$ cat config.mk
export PLATFORM = sky130hd
export DESIGN_NAME = relu_arbiter
export DESIGN_NICKNAME = d
export VERILOG_FILES = /design/src/rtl/relu_arbiter.sv
export SDC_FILE = /design/constraint.sdc
export NUM_CORES = 1
export LEC_CHECK = 0
export ABC_CLOCK_PERIOD_IN_PS = 2900
export CORE_AREA = 5 5 96 121
export DETAILED_ROUTE_END_ITERATION = 7
export DIE_AREA = 0 0 101 126
export GPL_TIMING_DRIVEN = 0
export MAX_ROUTING_LAYER = met4
export PLACE_DENSITY = 0.89
export SETUP_SLACK_MARGIN = 0.2
export SLEW_MARGIN = 20
export SYNTH_ARGS = -nofsm -noshare
export SYNTH_HDL_FRONTEND = slang
export SYNTH_SLANG_ARGS = --single-unit
$ cat constraint.sdc
create_clock -name clk -period 2.9 [get_ports clk]
set_clock_uncertainty 0.15 [all_clocks]
set_input_delay 0.29 -clock clk [delete_from_list [all_inputs] [get_ports clk]]
set_output_delay 0.29 -clock clk [all_outputs]
set_load 0.03 [all_outputs]
$ cat src/rtl/relu_arbiter.sv
// relu_arbiter: round-robin front end that shares one ReLU unit among NUM_REQ
// channels, tracks the producing channel through the ReLU pipeline, and
// buffers activated words in a first-word-fall-through FIFO. Grants are
// issued only while a free credit guarantees a FIFO slot for the result.
module relu_arbiter #(
  parameter int NUM_REQ      = 4,
  parameter int DATA_WIDTH   = 20,
  parameter int RELU_LATENCY = 1,
  parameter int FIFO_DEPTH   = 4,
  parameter int ID_WIDTH     = $clog2(NUM_REQ)
) (
  input  logic                          clk,
  input  logic                          rst,
  input  logic [NUM_REQ-1:0]            req_valid,
  input  logic [NUM_REQ*DATA_WIDTH-1:0] req_data,
  output logic [NUM_REQ-1:0]            req_ready,
  output logic [DATA_WIDTH-1:0]         relu_in,
  input  logic [DATA_WIDTH-1:0]         relu_out,
  output logic                          out_valid,
  output logic [DATA_WIDTH-1:0]         out_data,
  output logic [ID_WIDTH-1:0]           out_id,
  input  logic                          out_ready,
  output logic                          busy
);

  localparam int PTR_W = (FIFO_DEPTH > 1) ? $clog2(FIFO_DEPTH) : 1;
  localparam int CNT_W = $clog2(FIFO_DEPTH + 1);

  logic [ID_WIDTH-1:0]   ptr_q, ptr_d;
  logic [RELU_LATENCY-1:0] tagValid_q;
  logic [ID_WIDTH-1:0]   tagId_q [RELU_LATENCY];

  logic [DATA_WIDTH-1:0] memData_q [FIFO_DEPTH];
  logic [ID_WIDTH-1:0]   memId_q   [FIFO_DEPTH];
  logic [PTR_W-1:0]      rdPtr_q, rdPtr_d;
  logic [PTR_W-1:0]      wrPtr_q, wrPtr_d;
  logic [CNT_W-1:0]      count_q, count_d;

  logic [CNT_W-1:0]      inflight;
  logic [CNT_W:0]        occupancy;
  logic                  haveCredit;
  logic                  grantAny;
  logic [ID_WIDTH-1:0]   grantIdx;
  logic [ID_WIDTH-1:0]   scanId;
  int                    scanIdx;
  logic                  push;
  logic                  pop;

  function automatic logic [PTR_W-1:0] nextPtr(input logic [PTR_W-1:0] p);
    if (p == PTR_W'(FIFO_DEPTH - 1)) begin
      return '0;
    end
    return p + PTR_W'(1);
  endfunction

  // Credit accounting: every valid tag stage and every buffered entry owns a FIFO slot.
  always_comb begin
    inflight = '0;
    for (int s = 0; s < RELU_LATENCY; s++) begin
      inflight = inflight + CNT_W'(tagValid_q[s]);
    end
    occupancy  = {1'b0, count_q} + {1'b0, inflight};
    haveCredit = occupancy < (CNT_W + 1)'(FIFO_DEPTH);
  end

  // Round-robin scan from ptr; drives the one-hot grant, the ReLU input and the next pointer.
  always_comb begin
    grantAny  = 1'b0;
    grantIdx  = '0;
    scanIdx   = 0;
    scanId    = '0;
    req_ready = '0;
    relu_in   = '0;
    ptr_d     = ptr_q;
    if (!rst && haveCredit) begin
      for (int i = 0; i < NUM_REQ; i++) begin
        scanIdx = int'(ptr_q) + i;
        if (scanIdx >= NUM_REQ) begin
          scanIdx = scanIdx - NUM_REQ;
        end
        scanId = ID_WIDTH'(scanIdx);
        if (!grantAny && req_valid[scanId]) begin
          grantAny = 1'b1;
          grantIdx = scanId;
        end
      end
    end
    if (grantAny) begin
      req_ready[grantIdx] = 1'b1;
      relu_in = req_data[grantIdx*DATA_WIDTH +: DATA_WIDTH];
      if (grantIdx == ID_WIDTH'(NUM_REQ - 1)) begin
        ptr_d = '0;
      end else begin
        ptr_d = grantIdx + ID_WIDTH'(1);
      end
    end
  end

  // Round-robin pointer register.
  always_ff @(posedge clk or posedge rst) begin
    if (rst) begin
      ptr_q <= '0;
    end else begin
      ptr_q <= ptr_d;
    end
  end

  // Tag pipeline shadowing the ReLU stages; never stalls because credits reserve the FIFO slot.
  always_ff @(posedge clk or posedge rst) begin
    if (rst) begin
      tagValid_q <= '0;
      for (int s = 0; s < RELU_LATENCY; s++) begin
        tagId_q[s] <= '0;
      end
    end else begin
      tagValid_q[0] <= grantAny;
      tagId_q[0]    <= grantIdx;
      for (int s = 1; s < RELU_LATENCY; s++) begin
        tagValid_q[s] <= tagValid_q[s-1];
        tagId_q[s]    <= tagId_q[s-1];
      end
    end
  end

  // FIFO control: push when the last tag stage is valid, pop on a downstream handshake.
  always_comb begin
    push    = tagValid_q[RELU_LATENCY-1];
    pop     = out_valid && out_ready;
    wrPtr_d = push ? nextPtr(wrPtr_q) : wrPtr_q;
    rdPtr_d = pop ? nextPtr(rdPtr_q) : rdPtr_q;
    count_d = count_q;
    case ({push, pop})
      2'b10:   count_d = count_q + CNT_W'(1);
      2'b01:   count_d = count_q - CNT_W'(1);
      default: count_d = count_q;
    endcase
  end

  // FIFO pointer and occupancy registers; reset discards everything buffered.
  always_ff @(posedge clk or posedge rst) begin
    if (rst) begin
      rdPtr_q <= '0;
      wrPtr_q <= '0;
      count_q <= '0;
    end else begin
      rdPtr_q <= rdPtr_d;
      wrPtr_q <= wrPtr_d;
      count_q <= count_d;
    end
  end

  // FIFO storage; contents are only meaningful below count, so no reset is needed.
  always_ff @(posedge clk) begin
    if (push) begin
      memData_q[wrPtr_q] <= relu_out;
      memId_q[wrPtr_q]   <= tagId_q[RELU_LATENCY-1];
    end
  end

  // Head of FIFO is presented directly; outputs read as zero when empty.
  always_comb begin
    out_valid = (count_q != '0);
    out_data  = out_valid ? memData_q[rdPtr_q] : '0;
    out_id    = out_valid ? memId_q[rdPtr_q] : '0;
    busy      = (inflight != '0) || (count_q != '0);
  end

  // A push without a simultaneous pop must always find room.
  assert property (@(posedge clk) disable iff (rst)
    (push && !pop) |-> (count_q < CNT_W'(FIFO_DEPTH)));

endmodule

==> out/qor_table.md <==
| Step | Item | This run |
|---|---|---|
| synthesis | Number of register bits inferred by synthesis | 100 |
| global route | Number of global-route vias before repair | 3625 |
| power and ir drop | Clk network pwr share | 17.5% |
| route | Number of violations reported at the end of detailed-routing iteration 0 | 140 |
| placement | Gp weighted congestion | 0.892 |
| floorplanning | Horiz. Die Dim | 101 um |
| global route | Number of antenna violations at the first check in global routing | 0 |
| finish | Number of standard cells in the layout, taps in and fillers out | 603 |
| clocking | Inserted Clock Buffers | 9 |
| placement | Total placed cells including tap cells | 571 |
| setup path | Crit path capture type | primary output |
| setup path | WS Path Type | reg2out |
| synthesis | Adder-cell share of the synthesized area | 3.12% |
| route | Final wirelength | 11.6 mm |
| setup path | Logic depth of the worst register-to-register path | 10 |
| sta | Final number of max-transition violations | 0 |
| sta | Shortest clock period the worst path allows after layout | 2720 ps |
| finish | Post-layout instance area | 6750 sq um |
| synthesis | Portion of netlist area occupied by mux cells | 20.2% |
| clocking | Count of H-tree levels built during CTS | 3 |
| setup path | Worst EP arrival | 2280 ps |
| min path | Path type of the worst min-delay path | in2async |
| power and ir drop | Total chip power | 5920 uW |
| floorplanning | Height of the die | 126 um |
| route | DRC viols | 0 |
| setup path | FF-to-FF Start | count_q[0] |
| placement | Area of placed instances | 6360 sq um |
| floorplanning | Floorplan Core Area | 10400 sq um |
| setup path | Kind of launch point of the worst setup path | flop |
| synthesis | Post-synthesis share of cell area spent on and, or, nand and nor gates | 6.48% |
| sta | Final period util | 93.9% |
| finish | Top library cells by usage in the layout, fill and taps aside | sky130_fd_sc_hd__clkdlybuf4s50_1, sky130_fd_sc_hd__edfxtp_1, sky130_fd_sc_hd__mux2i_1 |
| setup path | Endpoint of the worst register-to-register path | count_q[2] |
| synthesis | Synthesized instance count | 285 |
| synthesis | Compound-cell area share of the yosys netlist | 3.90% |
| clocking | Clock latency on the worst-skew pair | 330 ps |
| finish | Number of inserted diodes | 0 |
| global route | Met3 Usage GRT | 3.76% |
| global route | Met1 usage | 20.3% |
| setup path | Worst reg2reg setup slack | 570 ps |
| power and ir drop | Comb pwr share | 49.6% |
| clocking | Clock root buffer | sky130_fd_sc_hd__clkbuf_16 |
| global route | Global-route wire length before repair | 17.9 mm |
| sta | Final total negative setup slack | 0 ps |
| sta | Setup repair after global routing missed its margin | yes |
| setup path | Cells traversed along the worst timing path | mux2i_1, nor2_2, nor4_4, buf_4, buf_6, buf_6, mux2i_1, o22ai_1, buf_4 |
| synthesis | Post-Syn Area | 4660 sq um |
| setup path | Delay of the slowest cell on the worst path | 420 ps |
| sta | Least-Margin Pin Slew | 645 ps |
| global route | Global routing's busiest layer | met2 |
| finish | Synth-to-layout area growth | 45.0% |
| synthesis | Average cell area after synthesis | 16.3 sq um |
| power and ir drop | Power per unit of standard cell area | 877 nW/um^2 |
| synthesis | Largest family of logic cells by synthesized area | multiplexers |
| status | Status | finished, final reports clean |
| route | Initial DRT Pass Iterations | 4 |
| synthesis | Count of different cell masters after synthesis | 30 |
| route | Wire length per cell | 19.2 um |
| placement | Input/output buffers | 154 |
| power and ir drop | Peak supply drop | 0.000382 V |
| clocking | Number of clock sinks | 100 |
| power and ir drop | Leakage power | 0.00256 uW |
| finish | Commonest non-fill, non-tap cell in the layout | sky130_fd_sc_hd__clkdlybuf4s50_1 |
| finish | Proportion of layout cells with a drive suffix above 1 | 23.8% |
| route | Ratio of routed vias to standard cells | 5.27 |
| route | Vias after detailed routing | 3179 |
| synthesis | Post-synthesis share of cell area spent on xor and xnor gates | 0.564% |
| global route | GRT overflow | 0 |
| sta | Normalized max-slew margin | 57.0% |
| finish | Total Nets Final | 584 |
| sta | Highest clock rate | 0.367 GHz |
| synthesis | Nets in the synthesized netlist | 403 |
| power and ir drop | Internal power contribution | 3720 uW |
| synthesis | Share of the yosys chip area belonging to registers | 63.2% |
| synthesis | Count of yosys warnings during synthesis | 0 |
| floorplanning | Num ports | 155 |
| power and ir drop | Net Switching | 2200 uW |
| setup path | Required time worst endpoint | 2460 ps |
| route | Antenna Nets Post-Route | 0 |
| setup path | Max Fanout on Critical Path | 6 |
| sta | Number of failing setup endpoints in the final timing report | 0 |
| global route | Total routing resource utilization after global routing | 18.9% |
| floorplanning | Standard-cell row count | 42 |
| job | Max-cap violations | 0 |
| floorplanning | Area of the die | 12700 sq um |
| power and ir drop | Switch share | 37.1% |
| power and ir drop | Sequential power share | 32.8% |
| clocking | Clk buf depth | 2 |
| sta | Final Hold Vio Count | 0 |
| global route | Global Route met2 Usage | 33.3% |
| clocking | Clock slew seen by the registers of the worst setup and hold paths | 60 ps |
| global route | Largest net degree at the start of global routing | 23 |
| setup path | Standard cell with the maximum stage delay on the critical path | sky130_fd_sc_hd__dfrtp_2 |
| clocking | CTS tree | yes |
| floorplanning | Starting utilization of the core area | 45.0% |
| placement | Post-detail-place hpwl | 8.45 mm |
## layer usage
metal	vias to the layer above	share of wire, %
met1	1523	36
met4	0	3.9
li1	1470	-
met3	31	6.3
met5	-	0
met2	155	54
## repair_timing
action,CTS,global route
hold buffers,0,0
endpoints found under the setup margin,47,27
cloned,2,0
hold endpoints to repair,0,0
gates resized for setup,171,31
pin swaps,8,3
setup buffers,11,3
## power by group through the flow
stage	combinational, uW	sequential (uW)	clock (uW)
global route	3140	1960	1130
global placement	2890	1940	0
detailed placement	2950	1970	0
floorplan	1880	1920	0
CTS	2920	1940	1060
finish	2940	1940	1040
## cell families (layout without fill, tap and decap cells)
group / count (synthesis) / after routing
flip-flops: 100 / 100
XOR/XNOR: 3 / 3
buffers and inverters: 27 / 213
adder cells (fa/ha/maj): 11 / 11
multiplexers: 66 / 66
AO/OA/AOI/OAI: 29 / 29
AND/OR/NAND/NOR: 49 / 49
## cells in the mapped netlist
cell type | number | area, sq um
sky130_fd_sc_hd__edfxtp_1 | 88 | 2640
sky130_fd_sc_hd__mux2i_1 | 42 | 420
sky130_fd_sc_hd__and2_1 | 26 | 163
sky130_fd_sc_hd__mux4_2 | 22 | 495
sky130_fd_sc_hd__o22ai_1 | 21 | 131
sky130_fd_sc_hd__dfrtp_1 | 12 | 300
sky130_fd_sc_hd__inv_1 | 11 | 41.3
sky130_fd_sc_hd__clkbuf_1 | 10 | 37.5
sky130_fd_sc_hd__ha_1 | 10 | 125
sky130_fd_sc_hd__nor2_1 | 6 | 22.5
sky130_fd_sc_hd__and2_2 | 4 | 30.0
sky130_fd_sc_hd__buf_2 | 4 | 20.0
sky130_fd_sc_hd__nand2_1 | 4 | 15.0
sky130_fd_sc_hd__a21oi_1 | 3 | 15.0
sky130_fd_sc_hd__buf_6 | 2 | 22.5
sky130_fd_sc_hd__mux2_2 | 2 | 22.5
sky130_fd_sc_hd__nor3_1 | 2 | 10.0
sky130_fd_sc_hd__o21ai_0 | 2 | 10.0
sky130_fd_sc_hd__or3_1 | 2 | 12.5
sky130_fd_sc_hd__xor2_1 | 2 | 17.5
sky130_fd_sc_hd__a21o_1 | 1 | 7.51
sky130_fd_sc_hd__a311o_1 | 1 | 10.0
sky130_fd_sc_hd__fa_1 | 1 | 20.0
sky130_fd_sc_hd__nand2b_1 | 1 | 6.26
sky130_fd_sc_hd__nor4_1 | 1 | 6.26
sky130_fd_sc_hd__nor4_4 | 1 | 21.3
sky130_fd_sc_hd__o21a_1 | 1 | 7.51
sky130_fd_sc_hd__or2_0 | 1 | 6.26
sky130_fd_sc_hd__or2b_2 | 1 | 8.76
sky130_fd_sc_hd__xnor2_1 | 1 | 8.76
## registers in the layout, indices dropped and copies added, names as in the netlist
| register | flops |
|---|---|
| rdPtr_q | 2 |
| wrPtr_q | 2 |
| memData_q | 80 |
| tagId_q | 2 |
| memId_q | 8 |
| ptr_q | 2 |
| count_q | 3 |
| push | 1 |
## critical path, delay by kind of cell (launching register included)
kind | cells | cell delay (ps)
AND/OR/NAND/NOR | 2 | 380
AO/OA/AOI/OAI | 1 | 100
buffers and inverters | 4 | 610
multiplexers | 2 | 440
flip-flops | 1 | 420
## final cells by class
type | count | area (sq um)
Clock inverter | 5 | 28.8
Inverter | 11 | 41.3
Fill cell | 715 | 3600
Tap cell | 132 | 165
Clock buffer | 11 | 233
Buffer | 16 | 130
Multi-Input combinational cell | 158 | 1640
Timing Repair Buffer | 170 | 1570
Sequential cell | 100 | 2950
## worst max-delay path by stage
stage | startpoint | to | slack, ps | cells past startpoint
floorplan | push | relu_in[0] | 440 | 5
global placement | req_valid[0] | req_ready[2] | -560 | 10
detailed placement | req_valid[0] | req_ready[3] | -630 | 10
CTS | ptr_q[1] | req_ready[3] | 80 | 9
global route | ptr_q[1] | req_ready[3] | 80 | 9
finish | ptr_q[1] | relu_in[9] | 180 | 9
## through the flow
stage          setup slack [ps]  util [%]  hold WS [ps]
4_1_cts                    76.8      64.6           184
5_1_grt                    77.7      65.2           216
6_report                    178      65.2           163
2_1_floorplan               441         -          4.70
3_5_place_dp               -634      61.5           323
3_3_place_gp               -563      61.5           312
Power figures use the tool's default switching activity.
